File: src/rtl/clk_pll_sequencer.sv
`default_nettype none
// ============================================================================
// Module   : clk_pll_sequencer
// Purpose  : Reset/lock sequencer for the 25 MHz clock-generator MMCM.
//            Holds the MMCM in reset for a fixed time, waits for lock with
//            a timeout and bounded retries, qualifies the lock over a settle
//            window, and then raises clk_ready. If lock drops while running,
//            it flags lock_lost and starts the bring-up again.
// Revision : 1.0 - initial release
// ----------------------------------------------------------------------------
// Ports
//   CLK          in   system clock, rising edge
//   RST_N        in   asynchronous active-low reset
//   restart      in   synchronous soft restart (1-cycle pulse is enough)
//   mmcm_locked  in   MMCM locked, asynchronous to CLK
//   mmcm_resetn  out  active-low MMCM reset, registered
//   clk_ready    out  generated clock stable, registered
//   lock_lost    out  sticky: lock dropped while in RUN
//   lock_err     out  sticky: retries exhausted (FAIL)
//   retry_cnt    out  lock timeouts in the current bring-up
//   state        out  debug: 0 RESET_HOLD, 1 WAIT_LOCK, 2 SETTLE, 3 RUN, 4 FAIL
// ============================================================================
module clk_pll_sequencer #(
    parameter int RST_CYCLES    = 16,
    parameter int LOCK_TIMEOUT  = 100000,
    parameter int SETTLE_CYCLES = 1024,
    parameter int MAX_RETRY     = 3
) (
    input  logic                           CLK,
    input  logic                           RST_N,
    input  logic                           restart,
    input  logic                           mmcm_locked,
    output logic                           mmcm_resetn,
    output logic                           clk_ready,
    output logic                           lock_lost,
    output logic                           lock_err,
    output logic [$clog2(MAX_RETRY+1)-1:0] retry_cnt,
    output logic [2:0]                     state
);

    // ------------------------------------------------------------------------
    // Derived widths and terminal counts
    // ------------------------------------------------------------------------
    localparam int C_MAX_A   = (RST_CYCLES > LOCK_TIMEOUT) ? RST_CYCLES : LOCK_TIMEOUT;
    localparam int C_CNT_MAX = (C_MAX_A > SETTLE_CYCLES) ? C_MAX_A : SETTLE_CYCLES;
    // A single shared counter; it never has to hold more than C_CNT_MAX-1.
    localparam int C_CNT_W   = ($clog2(C_CNT_MAX) > 0) ? $clog2(C_CNT_MAX) : 1;
    localparam int C_RETRY_W = $clog2(MAX_RETRY + 1);

    localparam logic [C_CNT_W-1:0]   C_RST_LAST    = C_CNT_W'(RST_CYCLES - 1);
    localparam logic [C_CNT_W-1:0]   C_TO_LAST     = C_CNT_W'(LOCK_TIMEOUT - 1);
    localparam logic [C_CNT_W-1:0]   C_SETTLE_LAST = C_CNT_W'(SETTLE_CYCLES - 1);
    localparam logic [C_RETRY_W-1:0] C_RETRY_MAX   = C_RETRY_W'(MAX_RETRY);

    typedef enum logic [2:0] {
        ST_RESET_HOLD = 3'd0,
        ST_WAIT_LOCK  = 3'd1,
        ST_SETTLE     = 3'd2,
        ST_RUN        = 3'd3,
        ST_FAIL       = 3'd4
    } state_t;

    // ------------------------------------------------------------------------
    // Signals
    // ------------------------------------------------------------------------
    logic                 sync1_q;
    logic                 sync2_q;
    logic                 w_locked_s;

    state_t               state_q,       state_d;
    logic [C_CNT_W-1:0]   cnt_q,         cnt_d;
    logic [C_RETRY_W-1:0] retry_q,       retry_d;
    logic                 lock_lost_q,   lock_lost_d;
    logic                 lock_err_q,    lock_err_d;
    logic                 mmcm_resetn_q, mmcm_resetn_d;
    logic                 clk_ready_q,   clk_ready_d;

    // ------------------------------------------------------------------------
    // Two-flop synchronizer for the asynchronous MMCM lock indication.
    // Only the second stage is ever looked at by the FSM.
    // ------------------------------------------------------------------------
    always_ff @(posedge CLK or negedge RST_N) begin
        if (!RST_N) begin
            sync1_q <= 1'b0;
            sync2_q <= 1'b0;
        end else begin
            sync1_q <= mmcm_locked;
            sync2_q <= sync1_q;
        end
    end

    assign w_locked_s = sync2_q;

    // ------------------------------------------------------------------------
    // Next-state logic. Every state change reloads the counter with zero, so
    // the increment default is only ever kept while staying in a counting
    // state below its terminal count.
    // ------------------------------------------------------------------------
    always_comb begin
        state_d     = state_q;
        cnt_d       = cnt_q + C_CNT_W'(1);
        retry_d     = retry_q;
        lock_lost_d = lock_lost_q;
        lock_err_d  = lock_err_q;

        if (restart) begin
            // Soft restart overrides anything the current state would do.
            state_d     = ST_RESET_HOLD;
            cnt_d       = '0;
            retry_d     = '0;
            lock_lost_d = 1'b0;
            lock_err_d  = 1'b0;
        end else begin
            case (state_q)
                ST_RESET_HOLD: begin
                    if (cnt_q == C_RST_LAST) begin
                        state_d = ST_WAIT_LOCK;
                        cnt_d   = '0;
                    end
                end

                ST_WAIT_LOCK: begin
                    // Lock seen on the timeout cycle still counts as a lock.
                    if (w_locked_s) begin
                        state_d = ST_SETTLE;
                        cnt_d   = '0;
                    end else if (cnt_q == C_TO_LAST) begin
                        cnt_d = '0;
                        if (retry_q == C_RETRY_MAX) begin
                            state_d    = ST_FAIL;
                            lock_err_d = 1'b1;
                        end else begin
                            state_d = ST_RESET_HOLD;
                            retry_d = retry_q + C_RETRY_W'(1);
                        end
                    end
                end

                ST_SETTLE: begin
                    // A lock that does not survive the settle window is a
                    // glitch, not a timeout, so the retry budget is untouched.
                    if (!w_locked_s) begin
                        state_d = ST_RESET_HOLD;
                        cnt_d   = '0;
                    end else if (cnt_q == C_SETTLE_LAST) begin
                        state_d = ST_RUN;
                        cnt_d   = '0;
                        retry_d = '0;
                    end
                end

                ST_RUN: begin
                    cnt_d = '0;
                    if (!w_locked_s) begin
                        state_d     = ST_RESET_HOLD;
                        lock_lost_d = 1'b1;
                    end
                end

                ST_FAIL: begin
                    // Terminal until restart or RST_N; lock input ignored.
                    cnt_d = '0;
                end

                default: begin
                    state_d = ST_RESET_HOLD;
                    cnt_d   = '0;
                end
            endcase
        end

        // Outputs decoded from the next state so they change on the same
        // edge as the state itself.
        mmcm_resetn_d = !((state_d == ST_RESET_HOLD) || (state_d == ST_FAIL));
        clk_ready_d   = (state_d == ST_RUN);
    end

    // ------------------------------------------------------------------------
    // State and output registers
    // ------------------------------------------------------------------------
    always_ff @(posedge CLK or negedge RST_N) begin
        if (!RST_N) begin
            state_q       <= ST_RESET_HOLD;
            cnt_q         <= '0;
            retry_q       <= '0;
            lock_lost_q   <= 1'b0;
            lock_err_q    <= 1'b0;
            mmcm_resetn_q <= 1'b0;
            clk_ready_q   <= 1'b0;
        end else begin
            state_q       <= state_d;
            cnt_q         <= cnt_d;
            retry_q       <= retry_d;
            lock_lost_q   <= lock_lost_d;
            lock_err_q    <= lock_err_d;
            mmcm_resetn_q <= mmcm_resetn_d;
            clk_ready_q   <= clk_ready_d;
        end
    end

    assign mmcm_resetn = mmcm_resetn_q;
    assign clk_ready   = clk_ready_q;
    assign lock_lost   = lock_lost_q;
    assign lock_err    = lock_err_q;
    assign retry_cnt   = retry_q;
    assign state       = state_q;

endmodule

`default_nettype wire

File: config.mk
export PLATFORM = sky130hd
export DESIGN_NAME = clk_pll_sequencer
export DESIGN_NICKNAME = d
export VERILOG_FILES = /design/src/rtl/clk_pll_sequencer.sv
export SDC_FILE = /design/constraint.sdc
export NUM_CORES = 1
export LEC_CHECK = 0
export BUFFER_PORTS_ARGS = -buffer_cell sky130_fd_sc_hd__buf_4
export CAP_MARGIN = 10
export CORE_UTILIZATION = 55
export DETAILED_ROUTE_END_ITERATION = 6
export PLACE_DENSITY_LB_ADDON = 0.2
export SYNTH_ARGS = -nofsm -noshare
export SYNTH_HDL_FRONTEND = slang
export SYNTH_SLANG_ARGS = --single-unit
File: constraint.sdc
create_clock -name CLK -period 5.7 [get_ports CLK]
set_clock_uncertainty 0.05 [all_clocks]
set_input_delay 1.14 -clock CLK [delete_from_list [all_inputs] [get_ports CLK]]
set_output_delay 1.14 -clock CLK [all_outputs]
set_load 0.03 [all_outputs]
==> flow_metrics.py <==
metrics = {
    "run_status": {
        "status": "complete, no violations",
    },
    "sta": {
        "grt_setup_unrepaired": "false",
        "slew-limit-headroom": 0.452,
        "finalCritPeriodShare": 0.465,
        "worst_pin_slew_ps": 811,
        "finalSetupViolCount": 0,
        "tns_ps": 0,
        "slew_violations": 0,
        "fin_crit_ps": 2650,
        "max_freq_mhz": 378,
        "final_hold_viol_count": 0,
        "fin_ws_ps": 3050,
    },
    "clock_tree": {
        "hold_buffers": 0,
        "tritoncts": "yes",
        "post-cts-setup-buffers": 0,
        "clk_pin_slew_ps": 140,
        "cts-resized-gates": 0,
        "clock_path_buffers": 2,
        "cts_buffers": 3,
        "cts_sinks": 28,
        "htree_levels": 1,
        "cts-root-buf": "clkbuf_4",
        "insertion_delay_ps": 320,
    },
    "worst_setup_path": {
        "arrival_ps": 2790,
        "reg2reg_from": "cnt_q[0]",
        "timing.rr.end": "cnt_q[16]",
        "regToRegSetupSlack_ps": 3050,
        "cp-start-kind": "flop",
        "reg2reg_depth": 6,
        "required_ps": 5840,
        "critPathLaunch": "cnt_q[0]",
        "worst-setup-path-type": "reg -> reg",
        "end_kind": "flop",
        "cp_max_fo": 17,
    },
    "pwr": {
        "powerDensity_nw_per_um2": 203,
        "p_leak_nw": 0.702,
        "ir_worst_vdd_uv": 142,
        "total_power_mw": 0.309,
    },
    "worst_hold_path": {
        "worstHoldPathCells": 0,
        "min_path_type": "reg -> reg",
        "holdCritStartpoint": "sync1_q",
        "worstHoldEndpoint": "sync2_q",
    },
    "placement": {
        "gp_congestion": 0.832,
        "dp_hpwl_um": 1880,
        "dp.cells": 177,
        "dp_slack_ps": 3050,
        "io_buffers": 12,
    },
    "grt": {
        "globalRouteOverflowTotal": 0,
        "first_global_vias": 1069,
        "antenna_found_initial": 0,
        "grt_max_degree": 29,
        "gr-usage-all-layers": 0.227,
        "grt_pass1_wl_um": 4490,
    },
    "drt": {
        "post_drt_via_cell_ratio": 5.81,
        "wire_per_inst_um": 13.8,
        "vias": 1051,
        "antenna_left": 0,
        "drt_iter0_markers": 24,
        "route.detailed.drc": 0,
        "wl_um": 2500,
        "drt_pass1_iterations": 4,
    },
    "synth": {
        "synth_area_um2": 1380,
        "async_flop_share": 1.00,
        "synth_edf_count": 0,
        "avgSynthCellArea_um2": 9.88,
        "yosysWarningCount": 0,
        "ys_ff_latch": 28,
        "syn-instance-count": 140,
        "synth.net_count": 146,
        "ys_seq_area_frac": 0.506,
        "synth_flop_cell": "dfrtp_1",
        "yosysUniqueCellTypes": 36,
    },
    "layout": {
        "final_common_cell": "dfrtp_1",
        "layout-drive-gt1-share": 0.150,
        "nNetsFinal": 160,
        "layout_common_cells": "dfrtp_1 (28), nor2_1 (26), buf_4 (12)",
        "syn2layout_area_growth_pct": 10.2,
        "antenna_cells": 0,
        "instances_no_fill": 181,
    },
    "floorplan": {
        "ioPinCount": 13,
        "fp.dieH_um": 52.2,
        "start_util": 0.602,
        "die_width_um": 52.2,
        "dieArea_um2": 2720,
        "rows": 17,
        "core_um2": 2300,
    },
    "flow_run": {
        "drv_cap": 0,
    },
}
## worst max-delay path, stage by stage (launching register included)
cell     delay (ps)
dfrtp_1         400
ha_1            190
nand3_1         200
nor4_1          730
nand2_1         140
a31oi_2         680
nor2_1          120
## synthesized netlist by cell type, types with 3 or more instances
master   count  area [um2]
nor3b_1      3        22.5
nor4_1       4        25.0
nand3_1     10        50.1
nor3_1       3        15.0
nor2_1      26        97.6
inv_1        5        18.8
xor2_1       7        61.3
dfrtp_1     28         701
nand2_1      8        30.0
o21ai_0      3        15.0
xnor2_1      8        70.1
## stage by stage
step,hold slack (ps),instance area (um2),util
floorplan,281,1380,-
global placement,286,1490,0.648
detailed placement,288,1490,0.648
CTS,325,1530,0.664
global route,336,1530,0.664
finish,328,1530,0.664
## registers in the layout, summed over array words and instances (netlist names)
name and count:
cnt_q 17, sync1_q 1, clk_ready 1, mmcm_resetn 1, sync2_q 1, state 3, lock_err 1, lock_lost 1
retry_cnt 2
## layer usage
layer / routed length, um / GRT usage / up-vias
met1: 1140 / 0.275 / 507
met4: 17 / 0.118 / 0
met2: 1270 / 0.391 / 21
li1: - / - / 521
met5: 0 / 0 / -
met3: 69 / 0.0292 / 2
## worst max path at each step
stage                              end
after detailed placement     cnt_q[10]
after global placement       cnt_q[11]
after CTS                     cnt_q[3]
after global routing         cnt_q[12]
after floorplan           retry_cnt[0]
final                        cnt_q[16]
## cell type report
| type | instances | area, um2 |
|---|---|---|
| Clock buffer | 4 | 36.3 |
| Fill cell | 190 | 772 |
| Multi-Input combinational cell | 104 | 644 |
| Tap cell | 28 | 35.0 |
| Timing Repair Buffer | 12 | 90.1 |
| Inverter | 5 | 18.8 |
| Sequential cell | 28 | 701 |
## kinds of logic (layout without fill, tap and decap cells)
| family | count (synthesis) | count (layout) | share of synthesized area |
|---|---|---|---|
| fa+ha+maj | 2 | 2 | 0.0181 |
| buf+inv | 8 | 21 | 0.0280 |
| xor+xnor | 15 | 15 | 0.0949 |
| flops | 28 | 28 | 0.506 |
| simple gates | 69 | 69 | 0.257 |
| compound gates | 18 | 18 | 0.0958 |
## power breakdown
| part | total (mW) | internal (mW) | switching, mW |
|---|---|---|---|
| clock | 0.0926 | 0.0391 | 0.0535 |
| sequential | 0.203 | 0.201 | 0.00210 |
| combinational | 0.0132 | 0.00422 | 0.00897 |
Note: power is estimated with default switching activity, not from simulation.
